`src/rtl/ctrl_sequencer_if.sv`:
```
// Control-strobe bundle between ctrl_sequencer (master) and the Datapath (slave).
// With CTRL_MEM_WAIT_EN defined, the bundle also carries the memory handshake input MemReady.
interface ctrl_sequencer_if #(parameter int NREG = 16);
  logic [31:0]     IR;
  logic            Start;
  logic            Stop;
`ifdef CTRL_MEM_WAIT_EN
  logic            MemReady;
`endif
  logic            Run;
  logic            PCout, Zhiout, Zlowout, MDRout;
  logic            MARin, PCin, MDRin, IRin, Yin, Zin;
  logic            IncPC, Read;
  logic [NREG-1:0] Rout;
  logic [NREG-1:0] Rin;
  logic            ADD, SUB, SHL, SHR, ROL, ROR, AND, OR;

  modport master (
    input  IR, Start, Stop,
`ifdef CTRL_MEM_WAIT_EN
    input  MemReady,
`endif
    output Run, PCout, Zhiout, Zlowout, MDRout,
    output MARin, PCin, MDRin, IRin, Yin, Zin, IncPC, Read,
    output Rout, Rin, ADD, SUB, SHL, SHR, ROL, ROR, AND, OR
  );

  modport slave (
    output IR, Start, Stop,
`ifdef CTRL_MEM_WAIT_EN
    output MemReady,
`endif
    input  Run, PCout, Zhiout, Zlowout, MDRout,
    input  MARin, PCin, MDRin, IRin, Yin, Zin, IncPC, Read,
    input  Rout, Rin, ADD, SUB, SHL, SHR, ROL, ROR, AND, OR
  );
endinterface

```
`src/rtl/ctrl_sequencer.sv`:
```
// Hardwired fetch/execute control unit for the Datapath (T0-T5 sequence).
// Optional macro CTRL_MEM_WAIT_EN stretches T1 until MemReady is high.
module ctrl_sequencer #(
  parameter int NREG = 16,
  parameter int OPW  = 5
) (
  input logic              Clock,
  input logic              Clear,
  ctrl_sequencer_if.master bus
);

  typedef enum logic [3:0] {
    RESET_ST, T0, T1, T2, T3, T4, T5, HALTED
  } state_t;

  state_t          state, next_state;
  logic            stop_pending;
  logic [OPW-1:0]  op;
  logic [3:0]      ra, rb, rc;
  logic            is_alu, is_halt, mem_ready;
  logic [7:0]      alu_sel;
  logic            unused_ir_bits;

  assign op             = bus.IR[31:31-OPW+1];
  assign ra             = bus.IR[26:23];
  assign rb             = bus.IR[22:19];
  assign rc             = bus.IR[18:15];
  assign is_alu         = (op[OPW-1:3] == '0);
  assign is_halt        = (op == '1);
  assign alu_sel        = 8'b1 << op[2:0];
  assign unused_ir_bits = ^bus.IR[14:0];

`ifdef CTRL_MEM_WAIT_EN
  assign mem_ready = bus.MemReady;
`else
  assign mem_ready = 1'b1;
`endif

  always_ff @(posedge Clock or posedge Clear) begin
    if (Clear) state <= RESET_ST;
    else       state <= next_state;
  end

  // A Stop seen while running is remembered until the machine actually parks in HALTED.
  always_ff @(posedge Clock or posedge Clear) begin
    if (Clear)                                        stop_pending <= 1'b0;
    else if (next_state == HALTED && state != HALTED) stop_pending <= 1'b0;
    else if (bus.Stop && state != HALTED)             stop_pending <= 1'b1;
  end

  always_comb begin
    next_state  = state;
    bus.Run     = (state != RESET_ST);
    bus.PCout   = 1'b0;
    bus.Zhiout  = 1'b0;
    bus.Zlowout = 1'b0;
    bus.MDRout  = 1'b0;
    bus.MARin   = 1'b0;
    bus.PCin    = 1'b0;
    bus.MDRin   = 1'b0;
    bus.IRin    = 1'b0;
    bus.Yin     = 1'b0;
    bus.Zin     = 1'b0;
    bus.IncPC   = 1'b0;
    bus.Read    = 1'b0;
    bus.Rout    = '0;
    bus.Rin     = '0;
    bus.ADD     = 1'b0;
    bus.SUB     = 1'b0;
    bus.SHL     = 1'b0;
    bus.SHR     = 1'b0;
    bus.ROL     = 1'b0;
    bus.ROR     = 1'b0;
    bus.AND     = 1'b0;
    bus.OR      = 1'b0;
    unique case (state)
      RESET_ST: next_state = T0;
      T0: begin
        bus.PCout  = 1'b1;
        bus.MARin  = 1'b1;
        bus.IncPC  = 1'b1;
        bus.Zin    = 1'b1;
        next_state = T1;
      end
      // The incremented PC is written back only in the cycle memory completes.
      T1: begin
        bus.Read  = 1'b1;
        bus.MDRin = 1'b1;
        if (mem_ready) begin
          bus.Zlowout = 1'b1;
          bus.PCin    = 1'b1;
          next_state  = T2;
        end
      end
      T2: begin
        bus.MDRout = 1'b1;
        bus.IRin   = 1'b1;
        next_state = T3;
      end
      T3: begin
        if (is_alu) begin
          bus.Rout   = NREG'(1) << rb;
          bus.Yin    = 1'b1;
          next_state = T4;
        end else if (is_halt) begin
          next_state = HALTED;
        end else begin
          next_state = stop_pending ? HALTED : T0;
        end
      end
      T4: begin
        bus.Rout   = NREG'(1) << rc;
        bus.ADD    = alu_sel[0];
        bus.SUB    = alu_sel[1];
        bus.SHL    = alu_sel[2];
        bus.SHR    = alu_sel[3];
        bus.ROL    = alu_sel[4];
        bus.ROR    = alu_sel[5];
        bus.AND    = alu_sel[6];
        bus.OR     = alu_sel[7];
        bus.Zin    = 1'b1;
        next_state = T5;
      end
      T5: begin
        bus.Zlowout = 1'b1;
        bus.Rin     = NREG'(1) << ra;
        next_state  = stop_pending ? HALTED : T0;
      end
      HALTED: begin
        if (bus.Start) next_state = T0;
      end
      default: next_state = RESET_ST;
    endcase
  end

endmodule

```
`src/flat_wrapper.sv`:
```
// flat-port wrapper written by rule: the top's interface ports become plain ports
module ctrl_sequencer_flat 
#(
  parameter int NREG = 16,
  parameter int OPW  = 5
)
  (Clock, Clear, bus_IR, bus_Start, bus_Stop, bus_Run, bus_PCout, bus_Zhiout, bus_Zlowout, bus_MDRout, bus_MARin, bus_PCin, bus_MDRin, bus_IRin, bus_Yin, bus_Zin, bus_IncPC, bus_Read, bus_Rout, bus_Rin, bus_ADD, bus_SUB, bus_SHL, bus_SHR, bus_ROL, bus_ROR, bus_AND, bus_OR);
  ctrl_sequencer_if #(.NREG(NREG)) bus_i ();
  input logic Clock;
  input logic Clear;
  input wire logic [$bits(bus_i.IR)-1:0] bus_IR;
  input wire logic [$bits(bus_i.Start)-1:0] bus_Start;
  input wire logic [$bits(bus_i.Stop)-1:0] bus_Stop;
  output wire logic [$bits(bus_i.Run)-1:0] bus_Run;
  output wire logic [$bits(bus_i.PCout)-1:0] bus_PCout;
  output wire logic [$bits(bus_i.Zhiout)-1:0] bus_Zhiout;
  output wire logic [$bits(bus_i.Zlowout)-1:0] bus_Zlowout;
  output wire logic [$bits(bus_i.MDRout)-1:0] bus_MDRout;
  output wire logic [$bits(bus_i.MARin)-1:0] bus_MARin;
  output wire logic [$bits(bus_i.PCin)-1:0] bus_PCin;
  output wire logic [$bits(bus_i.MDRin)-1:0] bus_MDRin;
  output wire logic [$bits(bus_i.IRin)-1:0] bus_IRin;
  output wire logic [$bits(bus_i.Yin)-1:0] bus_Yin;
  output wire logic [$bits(bus_i.Zin)-1:0] bus_Zin;
  output wire logic [$bits(bus_i.IncPC)-1:0] bus_IncPC;
  output wire logic [$bits(bus_i.Read)-1:0] bus_Read;
  output wire logic [$bits(bus_i.Rout)-1:0] bus_Rout;
  output wire logic [$bits(bus_i.Rin)-1:0] bus_Rin;
  output wire logic [$bits(bus_i.ADD)-1:0] bus_ADD;
  output wire logic [$bits(bus_i.SUB)-1:0] bus_SUB;
  output wire logic [$bits(bus_i.SHL)-1:0] bus_SHL;
  output wire logic [$bits(bus_i.SHR)-1:0] bus_SHR;
  output wire logic [$bits(bus_i.ROL)-1:0] bus_ROL;
  output wire logic [$bits(bus_i.ROR)-1:0] bus_ROR;
  output wire logic [$bits(bus_i.AND)-1:0] bus_AND;
  output wire logic [$bits(bus_i.OR)-1:0] bus_OR;
  assign bus_i.IR = bus_IR;
  assign bus_i.Start = bus_Start;
  assign bus_i.Stop = bus_Stop;
  assign bus_Run = bus_i.Run;
  assign bus_PCout = bus_i.PCout;
  assign bus_Zhiout = bus_i.Zhiout;
  assign bus_Zlowout = bus_i.Zlowout;
  assign bus_MDRout = bus_i.MDRout;
  assign bus_MARin = bus_i.MARin;
  assign bus_PCin = bus_i.PCin;
  assign bus_MDRin = bus_i.MDRin;
  assign bus_IRin = bus_i.IRin;
  assign bus_Yin = bus_i.Yin;
  assign bus_Zin = bus_i.Zin;
  assign bus_IncPC = bus_i.IncPC;
  assign bus_Read = bus_i.Read;
  assign bus_Rout = bus_i.Rout;
  assign bus_Rin = bus_i.Rin;
  assign bus_ADD = bus_i.ADD;
  assign bus_SUB = bus_i.SUB;
  assign bus_SHL = bus_i.SHL;
  assign bus_SHR = bus_i.SHR;
  assign bus_ROL = bus_i.ROL;
  assign bus_ROR = bus_i.ROR;
  assign bus_AND = bus_i.AND;
  assign bus_OR = bus_i.OR;
  ctrl_sequencer #(.NREG(NREG), .OPW(OPW)) u_core (.Clock(Clock), .Clear(Clear), .bus(bus_i));
endmodule
```
`config.mk`:
```
export PLATFORM = sky130hd
export DESIGN_NAME = ctrl_sequencer_flat
export DESIGN_NICKNAME = d
export VERILOG_FILES = /design/src/rtl/ctrl_sequencer_if.sv /design/src/rtl/ctrl_sequencer.sv /design/src/flat_wrapper.sv
export SDC_FILE = /design/constraint.sdc
export NUM_CORES = 1
export LEC_CHECK = 0
export ABC_CLOCK_PERIOD_IN_PS = 1800
export BUFFER_PORTS_ARGS = -buffer_cell sky130_fd_sc_hd__buf_2
export CAP_MARGIN = 20
export CORE_MARGIN = 5
export CORE_UTILIZATION = 34
export DETAILED_ROUTE_END_ITERATION = 8
export PLACE_DENSITY_LB_ADDON = 0.1
export REMOVE_ABC_BUFFERS = 1
export SLEW_MARGIN = 25
export SYNTH_ARGS = -nofsm -noshare
export SYNTH_HDL_FRONTEND = slang
export SYNTH_SLANG_ARGS = --single-unit
```
`constraint.sdc`:
```
create_clock -name Clock -period 1.8 [get_ports Clock]
set_clock_uncertainty 0.1 [all_clocks]
set_input_delay 0.09 -clock Clock [delete_from_list [all_inputs] [get_ports Clock]]
set_output_delay 0.09 -clock Clock [all_outputs]
set_load 0.02 [all_outputs]
```
**After elaboration in Yosys (flattened, before gate mapping)**

Index checks and enable logic that the tools add are counted.

- Flip-flop bits (word level): 5
- Input bits: 36
- Output and inout port bits: 53
- Logic and storage cells: 49

- Equality and inequality tests: 10
- Shift operators: 4
- Multiplexer cells: 25
- Reductions and logical operators: 8

Operators by type and width:

| operator | count |
|---|---|
| << shifter 1 x 4 -> 16 bit (first input constant) | 3 |
| two-way mux 16 bit | 2 |
| one-hot mux 16 bit (2 select lines) | 1 |
| one-hot mux 4 bit (8 select lines) | 1 |
| equality test 4 x 3 -> 1 bit (second input constant) | 5 |
| two-way mux 1 bit | 17 |
| two-way mux 4 bit | 3 |
| equality test 4 x 2 -> 1 bit (second input constant) | 2 |
| << shifter 1 x 3 -> 8 bit (first input constant) | 1 |
| equality test 5 bit (second input constant) | 1 |
| equality test 4 x 1 -> 1 bit (second input constant) | 1 |
| logical NOT 4 bit | 1 |
| inequality test 4 x 3 -> 1 bit (second input constant) | 1 |
| nonzero test 4 bit | 1 |
| OR reduction 2 bit | 2 |
| two-way mux 3 bit | 1 |
| logical AND 1 bit | 2 |
| logical NOT 2 bit | 1 |
| nonzero test 2 bit | 1 |

**Depth between registers and ports, before layout**

- Depth in word-level cells: 7
- Depth in mapped cells: 6
- Gate-level depth less buffers: 5

**Least setup slack after synthesis**

Ideal clock, no wire load.

- Kind: register to output
- Start point: register u_core.state[3]
- End point: output port bus_Rout[0]
- Data arrival time: 1771 ps
- Data required time: 1610 ps
- Slack: -161 ps
- Cell stages (with the launch flop): 5
- Path buffers: 0
- Path through: dfrtp_1 > nand2b_1 > nor4_4 > or3b_1 > o22ai_1

- Longest elaborated chain between the ends: 2
- Elaborated cells on any way between the ends: 3
- Those cells by class: 2 x eq/ne; 1 x mux

RTL lines:

| item | RTL line | text |
|---|---|---|
| start: declaration | ctrl_sequencer.sv:16 | `state_t state, next_state;` |
| start signal: assignment | ctrl_sequencer.sv:41 | `else state <= next_state;` |
| equality test 4 x 3 -> 1 bit | ctrl_sequencer.sv:76 | `unique case (state)` |
| one-hot mux 16 bit (2 select lines) (*) | ctrl_sequencer.sv:76 |  |
| end: declaration | flat_wrapper.sv:27 | `output wire logic [$bits(bus_i.Rout)-1:0] bus_Rout;` |

Mark *: on every way between the ends. The rest lies on a longest branch, timed or not.

**Worst setup path in the final report**

- Start point: register u_core.state[0]
- End point: output port bus_Rout[1]

The elaborated chain is that of the path after synthesis.

==> impl_metrics.ini <==
[run_status]
status = finished with violations
violations = negative setup slack

[hold_path]
holdCritStartpoint = bus_Stop
hold_end = u_core.stop_pending
whs_path_depth = 3
hp-class = in -> reg

[timing]
fin_ws_ns = -0.117
slew_violations = 0
max_clock_freq_mhz = 522
fin_crit_sh_pct = 107
setup_violations = 14
layout_min_cycle_time_ns = 1.92
grt_setup_unrepaired = true
finalHoldViolCount = 0

[finish]
final_area_mm2 = 0.00164
syn_to_final_growth_pct = 103
final_util_pct = 73.3
fin_nets = 250
drive_gt1_share_pct = 62.0
n_fill_cell = 190
stdcell_count = 241
diodes = 0

[cts]
htree_levels = 1
clk_pin_slew_ns = 0.04
worstSkewPairLatency_ns = 0.24
tritoncts = done
numCtsBuffers = 3
clock-root-buffer = clkbuf_4
clock_sinks = 5
clk_path_buf_depth = 2

[power_and_ir_drop]
power_density_mw_per_mm2 = 296
p_leak_nw = 0.731
vdd_drop_max_uv = 474
total_power_mw = 0.484

[yosys]
synth.top_cell.area_share_pct = 15.5
avgSynthCellArea_um2 = 6.25
synth_warnings = 0
synth_edf_count = 0
synth_cells = 129
synth_top_area_cell = dfrtp_1
synth.most_common_cell = nor2_1
synthArstFlopShare_pct = 100
netlist_top_cells_area = dfrtp_1, o22ai_1, nor2_1, nand2b_1, nor3_1
synth-main-ff-cell = dfrtp_1
ys_seq_area_share_pct = 15.5
synth-seq-cells = 5
synth_cell_types = 29
netlist_area_um2 = 806
synth_common_cells = nor2_1, o22ai_1, nand2_1, nand2b_1, nor3_1

[floorplan]
ios = 89
design.core.area_mm2 = 0.00223
die_h_um = 58.7
rows = 17
initial_core_util_pct = 36.1
dieArea_mm2 = 0.00344
die_w_um = 58.7

[critical_path]
path_class = reg -> out
r2r_cells = 5
crit_path_start_kind = register
worst_r2r_startpoint = u_core.state[1]
crit_path_end_kind = output pin
arrival_ns = 1.73
path_max_fanout = 5
cp.required_ns = 1.61
r2r_end = u_core.stop_pending
reg2reg_setup_slack_ns = 0.07

[drt]
finalWirelength_um = 3320
dr.pass1.iters = 4
antenna_left = 0
dr_total_vias = 1252
wl_per_cell_um = 13.8
vias_per_cell = 5.20
drt_iter0_drc = 52
route.detailed.drc = 0

[grt]
overflow = 0
grt_max_degree = 12
antenna_found_initial = 0
grt_pass1_vias = 1105
grt_pass1_wl_um = 4840
groute.usage.overall_pct = 17.1

[place]
gp_congestion = 0.885
dp.cells = 229
pre_cts_slack_ns = 0.0202
dpl.hpwl_um = 2380
port_buffers = 72
dpl_cell_area_mm2 = 0.00121

[flow_run]
drv_cap = 0
-- final cells by class --
class | count | area (um2) | share of cell area, %
multi-input combinational | 112 | 807 | 49.3
timing repair buffer | 89 | 628 | 38.4
sequential | 5 | 129 | 7.87
tap | 28 | 35.0 | 2.14
clock buffer | 4 | 26.3 | 1.61
inverter | 3 | 11.3 | 0.688
-- worst max-delay path, stage by stage, from the launching register on --
cell and delay [ns]:
dfrtp_2 0.44, nor4_4 0.28, or3b_4 0.45, o22ai_2 0.18
buf_6 0.14
-- flip-flops by register name (all words and copies together), names as in the netlist --
register	count
u_core.state	4
u_core.stop_pending	1
-- through the flow --
| stage | TNS (ns) | hold slack [ns] |
|---|---|---|
| 6_report | -0.634 | 0.0188 |
| 5_1_grt | -2.49 | 0.0663 |
| 4_1_cts | -0.712 | 0.0155 |
| 3_5_place_dp | 0 | -0.117 |
| 3_3_place_gp | 0 | -0.111 |
| 2_1_floorplan | -3.83 | -0.231 |
-- cell usage in the layout (no fill, tap or decap), drive strengths merged, types with 4 or more instances in the layout --
| cell type | count |
|---|---|
| buf | 88 |
| nand2b | 11 |
| nand2 | 12 |
| nor3 | 9 |
| nor2 | 25 |
| nand3 | 5 |
| o22ai | 16 |
| nand3b | 4 |
| clkbuf | 4 |
| dfrtp | 5 |
| a21oi | 7 |
-- how the worst max path moves through the flow --
stage                     from     endpoint  slack (ns)  cells past startpoint
2_1_floorplan  u_core.state[1]    bus_IncPC       -0.36                      2
3_3_place_gp   u_core.state[1]  bus_Rout[1]        0.04                      4
3_5_place_dp   u_core.state[1]  bus_Rout[1]        0.02                      4
4_1_cts        u_core.state[0]  bus_Rout[1]       -0.12                      4
5_1_grt        u_core.state[0]  bus_Rout[1]       -0.19                      4
6_report       u_core.state[0]  bus_Rout[1]       -0.12                      4
-- logic make-up (layout without fill, tap and decap cells) --
kind of cell,count (synthesis),in the layout,synth area share (%)
other,1,2,0.465
DFF,5,5,15.5
and+or+nand+nor,80,80,52.2
AOI/OAI and AO/OA,30,30,22.5
buffers and inverters,13,96,9.32
-- layer usage --
| metal | part of all wire [%] | GRT usage (%) | wire [um] | vias up |
|---|---|---|---|---|
| met4 | 0.42 | 3.56 | 14 | 0 |
| met2 | 57 | 34.6 | 1910 | 36 |
| met3 | 4.5 | 1.32 | 148 | 2 |
| li1 | - | - | - | 628 |
| met5 | 0 | 0 | 0 | - |
| met1 | 38 | 19.0 | 1250 | 586 |
-- power breakdown --
part | leakage (nW) | switching (mW) | internal, mW
clock network | 0.0150 | 0.0417 | 0.0835
logic | 0.660 | 0.129 | 0.0966
registers | 0.0556 | 0.0122 | 0.121
-- timing repair --
item | CTS | global route
hold buffers | 1 | 0
setup buffers | 4 | 4
resized for setup | 49 | 44
endpoints found under the setup margin | 28 | 34
pin swaps | 8 | 11
hold endpoints to repair | 5 | 0
No activity file was read; power rests on OpenSTA's default activity.
